## config.mk

```make
export PLATFORM = sky130hd
export DESIGN_NAME = fp29i_to_fp16_out
export DESIGN_NICKNAME = d
export VERILOG_FILES = /design/src/rtl/fpalu_pkg.sv /design/src/rtl/lzc22.sv /design/src/rtl/fp29i_to_fp16_out.sv
export SDC_FILE = /design/constraint.sdc
export NUM_CORES = 1
export LEC_CHECK = 0
export ABC_AREA = 1
export CAP_MARGIN = 20
export CORE_MARGIN = 10
export CORE_UTILIZATION = 50
export DETAILED_ROUTE_END_ITERATION = 6
export PLACE_DENSITY = 0.71
export REMOVE_ABC_BUFFERS = 1
export SETUP_SLACK_MARGIN = 0.2
export SLEW_MARGIN = 20
export SYNTH_ARGS = -nofsm -noshare
export SYNTH_HDL_FRONTEND = slang
export SYNTH_SLANG_ARGS = --single-unit
```

## constraint.sdc

```tcl
create_clock -name clk -period 5.7 [get_ports clk]
set_clock_uncertainty 0.15 [all_clocks]
set_input_delay 1.14 -clock clk [delete_from_list [all_inputs] [get_ports clk]]
set_output_delay 1.14 -clock clk [all_outputs]
set_load 0.02 [all_outputs]
```

## src/rtl/fpalu_pkg.sv

```systemverilog
// Shared FP ALU constants and types: FP29i/FP16 widths, biases and FP16 special values.
package fpalu_pkg;

  localparam int unsigned IN_EXP_W  = 6;
  localparam int unsigned IN_MAN_W  = 22;
  localparam int unsigned OUT_EXP_W = 5;
  localparam int unsigned OUT_MAN_W = 10;
  localparam int unsigned IN_BIAS   = 31;
  localparam int unsigned OUT_BIAS  = 15;
  localparam int unsigned REBIAS    = IN_BIAS - OUT_BIAS;

  localparam logic [15:0] FP16_POS_INF = 16'h7C00;
  localparam logic [15:0] FP16_MAX_FIN = 16'h7BFF;

  typedef struct packed {
    logic                sgn;
    logic [IN_EXP_W-1:0] exp;
    logic [IN_MAN_W-1:0] man;
  } fp29i_t;

endpackage

```

## src/rtl/lzc22.sv

```systemverilog
// Combinational leading-zero counter for the 22-bit FP29i mantissa (returns 22 for zero).
module lzc22
  import fpalu_pkg::*;
(
  input  logic [IN_MAN_W-1:0] i_man,
  output logic [4:0]          o_lzc
);

  // Scanning upward lets the highest set bit win.
  always_comb begin
    o_lzc = 5'(IN_MAN_W);
    for (int i = 0; i < IN_MAN_W; i++) begin
      if (i_man[i]) o_lzc = 5'(IN_MAN_W - 1 - i);
    end
  end

endmodule

```

## src/rtl/fp29i_to_fp16_out.sv

```systemverilog
// Two-stage FP29i -> IEEE FP16 output converter with RNE rounding and sticky flags.
// Define FP29I_TO_FP16_SAT_EN to saturate overflow to +/-max finite instead of +/-inf.
module fp29i_to_fp16_out
  import fpalu_pkg::*;
(
  input  logic                clk,
  input  logic                rst_n,
  input  logic                in_valid,
  output logic                in_ready,
  input  logic                in_sgn,
  input  logic [IN_EXP_W-1:0] in_exp,
  input  logic [IN_MAN_W-1:0] in_man_dn,
  output logic                out_valid,
  input  logic                out_ready,
  output logic [15:0]         out_fp16,
  output logic                out_inexact,
  input  logic                flag_clr,
  output logic                sticky_ovf,
  output logic                sticky_unf
);

`ifdef FP29I_TO_FP16_SAT_EN
  localparam logic [OUT_EXP_W+OUT_MAN_W-1:0] OVF_MAG = FP16_MAX_FIN[14:0];
`else
  localparam logic [OUT_EXP_W+OUT_MAN_W-1:0] OVF_MAG = FP16_POS_INF[14:0];
`endif

  fp29i_t              w_in;
  logic [4:0]          w_lzc;
  logic signed [7:0]   w_be;
  logic [IN_MAN_W-1:0] w_norm;
  logic                w_adv;
  logic                w_in_fire;
  logic                w_s2_load;

  logic                r_s1_valid;
  logic                r_s1_sgn;
  logic signed [7:0]   r_s1_be;
  logic [IN_MAN_W-1:0] r_s1_n;
  logic                r_s1_zero;

  logic                r_s2_valid;
  logic [15:0]         r_out_fp16;
  logic                r_out_inexact;
  logic                r_ovf;
  logic                r_unf;

  assign w_in = {in_sgn, in_exp, in_man_dn};

  lzc22 u_lzc (
    .i_man (w_in.man),
    .o_lzc (w_lzc)
  );

  assign w_be   = $signed({2'b00, w_in.exp}) - $signed(8'(REBIAS)) - $signed({3'b000, w_lzc});
  assign w_norm = w_in.man << w_lzc;

  assign w_adv     = !r_s2_valid || out_ready;
  assign in_ready  = !r_s1_valid || w_adv;
  assign w_in_fire = in_valid && in_ready;
  assign w_s2_load = w_adv && r_s1_valid;

  always_ff @(posedge clk or negedge rst_n) begin
    if (!rst_n) begin
      r_s1_valid <= 1'b0;
      r_s1_sgn   <= 1'b0;
      r_s1_be    <= '0;
      r_s1_n     <= '0;
      r_s1_zero  <= 1'b0;
    end else begin
      if (in_ready) r_s1_valid <= in_valid;
      if (w_in_fire) begin
        r_s1_sgn  <= w_in.sgn;
        r_s1_be   <= w_be;
        r_s1_n    <= w_norm;
        r_s1_zero <= (w_in.man == '0);
      end
    end
  end

  // Stage 2: rounding and packing. Normals use shift 0, so one datapath serves both ranges.
  logic                w_sub;
  logic signed [7:0]   w_rsh;
  logic [4:0]          w_shamt;
  logic [44:0]         w_ext;
  logic [9:0]          w_frac;
  logic                w_guard;
  logic                w_sticky;
  logic                w_inc;
  logic                w_lost;
  logic [4:0]          w_exp_fld;
  logic [14:0]         w_sum;
  logic [15:0]         w_res;
  logic                w_res_inx;
  logic                w_ovf;
  logic                w_unf;

  always_comb begin
    w_sub = (r_s1_be <= 8'sd0);
    w_rsh = 8'sd1 - r_s1_be;
    if (!w_sub) begin
      w_shamt = 5'd0;
    end else if (w_rsh > 8'sd24) begin
      w_shamt = 5'd24;
    end else begin
      w_shamt = w_rsh[4:0];
    end
    // Bit 45 of the extended word is the hidden one; only bits below it are kept.
    w_ext     = 45'({r_s1_n, 24'b0} >> w_shamt);
    w_frac    = w_ext[44:35];
    w_guard   = w_ext[34];
    w_sticky  = |w_ext[33:0];
    w_inc     = w_guard && (w_sticky || w_frac[0]);
    w_lost    = w_guard || w_sticky;
    w_exp_fld = w_sub ? 5'd0 : r_s1_be[4:0];
    w_sum     = {w_exp_fld, w_frac} + {14'b0, w_inc};

    w_res     = {r_s1_sgn, w_sum};
    w_res_inx = w_lost;
    w_ovf     = 1'b0;
    w_unf     = 1'b0;
    if (r_s1_zero) begin
      w_res     = {r_s1_sgn, 15'b0};
      w_res_inx = 1'b0;
    end else if ((r_s1_be >= 8'sd31) || (w_sum[14:10] == 5'h1F)) begin
      w_res     = {r_s1_sgn, OVF_MAG};
      w_res_inx = 1'b1;
      w_ovf     = 1'b1;
    end else if (w_sub) begin
      w_unf = (w_sum == '0) || w_lost;
    end
  end

  always_ff @(posedge clk or negedge rst_n) begin
    if (!rst_n) begin
      r_s2_valid    <= 1'b0;
      r_out_fp16    <= '0;
      r_out_inexact <= 1'b0;
      r_ovf         <= 1'b0;
      r_unf         <= 1'b0;
    end else begin
      if (w_adv) r_s2_valid <= r_s1_valid;
      if (w_s2_load) begin
        r_out_fp16    <= w_res;
        r_out_inexact <= w_res_inx;
      end
      // A set in the same cycle as a clear takes priority.
      r_ovf <= (r_ovf && !flag_clr) || (w_s2_load && w_ovf);
      r_unf <= (r_unf && !flag_clr) || (w_s2_load && w_unf);
    end
  end

  assign out_valid   = r_s2_valid;
  assign out_fp16    = r_out_fp16;
  assign out_inexact = r_out_inexact;
  assign sticky_ovf  = r_ovf;
  assign sticky_unf  = r_unf;

endmodule

```

==> results by group <==
Run status
  • Status: finished, final reports clean

Timing
  • Min Clock Period, post-route: between 4 and 5 ns
  • Worst-Margin Slew: around 0.91 ns
  • Final setup TNS: 0 ns
  • Setup violators final: 0
  • Worst slew margin: roughly two fifths
  • Tcrit/Tclk final: around 80%
  • RSZ-0062 raised after global routing: false
  • Fin. Hold Viols: 0
  • Post-route setup slack: between 1 and 1.5 ns
  • Final slew viol count: 0
  • Fmax: about 220 MHz

Critical path
  • R2r startpoint: r_s1_be[1]
  • Worst Setup End Kind: register
  • CP arrival: between 4 and 5 ns
  • Largest stage delay, worst path: between 0.4 and 0.5 ns
  • Largest delay share family, worst path: simple AND/OR/NAND/NOR gates
  • Crit path cell chain: inv_2 > ha_1 > xor2_1 > nor2_2 > nand3_4 > nand2_4 > nor2_8 > inv_4 > nand3_1 > nand3_1 > nand2_1 > nand3_2 > nor2_8 > ha_1 > nand4_2 > nor2_2 > nand2_1 > xor2_1 > nor2_1 > nand4_1 > nand2_1 > buf_4 > nand2_1 > nand2_1
  • Worst path bufs/invs: 3
  • Reg-to-Reg End: out_fp16[12]
  • Reg2Reg Depth: 24
  • Critical path class: reg -> reg
  • Setup slack, reg-to-reg: around 1.1 ns
  • WP data required: between 5 and 6 ns
  • Crit path max fanout: 26
  • Crit-path most repeated cell: nand2_1
  • Worst path slowest cell: dfrtp_1
  • Critical Path Source Type: register

Floorplanning
  • Die Y: roughly 130 um
  • Initial Util: about 51%
  • Num ports: between 50 and 60
  • Die width: ~130 um
  • Die ar.: about 0.016 mm2
  • Row Count: 39
  • Core area: 0.0114 mm2

Logic synthesis
  • Synth Area in XOR/XNOR: less than 1%
  • Synth Area per Inst: roughly 6 um2
  • Compound-Gate Fraction of Synth Area: 8.47%
  • Cell variety after synth: 45
  • Sequential element share of the synthesized area: ~23%
  • Cell Area, Synth: 0.00583 mm2
  • Largest family of logic cells by synthesized area: simple AND/OR/NAND/NOR gates
  • Async set-reset flop share out of synthesis: 100%
  • Post-Synth Simple-Gate Area: between 50% and 60%
  • Post-synth EDFFs: 0
  • Top FF cell, synth: dfrtp_1
  • Cell accounting for the most synthesized area: dfrtp_1
  • Synth warnings: 0
  • Area contributors post-synth: dfrtp_1, nand2_1, nand3_1
  • Mapped Cells: about 970
  • Seq cells post-synth: 53
  • Fraction of synthesized area in multiplexers: 0%
  • Post-synth top area share: a little under a quarter
  • Synth Area in Adders: around 2.1%

Clock network
  • TritonCTS clock tree: done
  • Buffer depth of the longest clock path: 2
  • Root buf cell: clkbuf_16
  • CTS clk-pin slew, worst paths: approximately 0.070 ns
  • Clock Latency Late Sink: approximately 0.30 ns
  • Clk sinks: 53
  • Post-CTS Setup Bufs: 0
  • # H-tree levels: 2
  • CTS Buf Count: 5
  • Post-CTS Hold Fix Bufs: 0
  • Post-CTS Resized: 0

Route
  • Vias: between 6000 and 7000
  • Residual DRC: 0
  • Wire length per cell: 13.4 um
  • Total wire length: approximately 15000 um
  • Via density per instance: 5.44
  • Initial DRC count: roughly 400
  • ANT nets after route: 0
  • DRT Pass-1 Iters: 5

Placement
  • DP Wirelength: about 12000 um
  • Place WS: 0.849 ns
  • Buffers on Ports: 54
  • Placed cell areas: 0.00636 mm2
  • GP Congestion: about 0.94

GRT
  • Grt ovf: 0
  • Vias in the first global route: 5639
  • GRT met2 Usage: 30.5%
  • GR Util met3: ~2.4%
  • GRT Resource Usage Total: approximately a fifth
  • First-pass GRT wire length: around 26000 um
  • GR Layer Usage met1: roughly a quarter
  • Largest net degree at the start of global routing: 54
  • Gr busiest metal: met2
  • Initial antenna violation count: 0

Finish
  • Final instance area: ~0.0065 mm2
  • Layout cells sized above 1: between 8 and 9%
  • Commonest non-fill, non-tap cells in the layout: nand2_1, nand3_1, inv_1, nor2_1
  • Layout Nets: 1043
  • Register area: 0.00133 mm2
  • # fillers: between 1000 and 1500
  • Multi-input gate area: around 0.004 mm2
  • Syn-to-layout area delta: 11.7%
  • Diode count: 0
  • Commonest non-fill, non-tap cell in the layout: nand2_1

Job
  • Max cap viols: 0

Power
  • Pwr dens: 348 mW/mm2
  • VDD IR-drop max: between 0.0002 and 0.00025 V
  • Leak Pwr: roughly 3.3 nW

Min path
  • Worst Hold Launch: out_fp16[3]
  • WHS Endpoint: out_fp16[3]
  • WHS Path Cells: 2
  • Hold Path Class: reg -> reg
==> metrics by stage <==
step | power [mW] | instances | hold WS, ns | utilization, %
after CTS | 2.27 | 1144 | 0.336 | 57.0
after global routing | 2.48 | 1144 | 0.349 | 57.0
after detailed placement | 1.96 | 1136 | 0.318 | 55.7
final | 2.27 | 1144 | 0.330 | 57.0
after floorplan | 1.56 | 929 | 0.304 | -
after global placement | 1.95 | 1136 | 0.311 | 55.7
==> logic make-up (layout without fill, tap and decap cells) <==
kind of cell               Yosys count  count (layout)
and+or+nand+nor                    688             688
adders and majority gates            9               9
DFF                                 53              53
xor gates and xnor gates             6               6
buffers and inverters              134             163
AOI/OAI and AO/OA                   82              82
==> cell type report <==
| type | count | area share [%] |
|---|---|---|
| multi-input combinational | 785 | 59.9 |
| tap | 143 | 2.75 |
| inverter | 91 | 5.28 |
| timing repair buffer | 64 | 9.38 |
| clock inverter | 3 | 0.403 |
| sequential | 53 | 20.4 |
| clock buffer | 5 | 1.92 |
==> worst max-delay path by stage <==
| stage | from | end | cells after the start | slack (ns) |
|---|---|---|---|---|
| floorplan | r_s1_be[1] | out_fp16[10] | 23 | 0.96 |
| global placement | in_man_dn[0] | r_s1_be[6] | 29 | 0.91 |
| detailed placement | in_man_dn[0] | r_s1_be[6] | 29 | 0.85 |
| CTS | r_s1_be[1] | out_fp16[12] | 24 | 1.08 |
| global route | r_s1_be[1] | out_fp16[12] | 24 | 0.58 |
| finish | r_s1_be[1] | out_fp16[12] | 24 | 1.07 |
==> sequential cells by signal, indices dropped and copies added (netlist names) <==
register and count:
out_fp16 16, out_inexact 1, out_valid 1, r_s1_be 8, r_s1_n 22, r_s1_sgn 1
r_s1_valid 1, r_s1_zero 1, sticky_ovf 1, sticky_unf 1
==> worst min-delay path, cell delays in order, from the launching register on <==
cell	delay [ns]
dfrtp_1	0.34
nand2_1	0.06
o21ai_2	0.04
==> power breakdown <==
part	leakage, nW	internal, mW	switching, mW
combinational	2.59	0.487	0.921
clock	0.0680	0.166	0.143
sequential	0.654	0.472	0.0788
total	3.31	1.13	1.14
==> synthesized netlist by cell type, drive strengths merged (3+ instances only) <==
cell type,count
a21oi,17
a22oi,3
buf,23
clkbuf,20
clkinv,3
dfrtp,53
ha,8
inv,88
nand2,362
nand3,192
nand3b,4
nand4,38
nor2,79
nor3,9
o21ai,46
o22ai,6
or2,3
xor2,5
==> per-layer routing <==
layer / vias to the layer above / part of all wire (%) / wire length, um
li1: 3266 / - / -
met3: 20 / 3.8 / 579
met1: 2803 / 49 / 7550
met5: - / 0 / 0
met2: 139 / 45 / 6970
met4: 0 / 1.6 / 252
No activity file was read; power rests on OpenSTA's default activity.
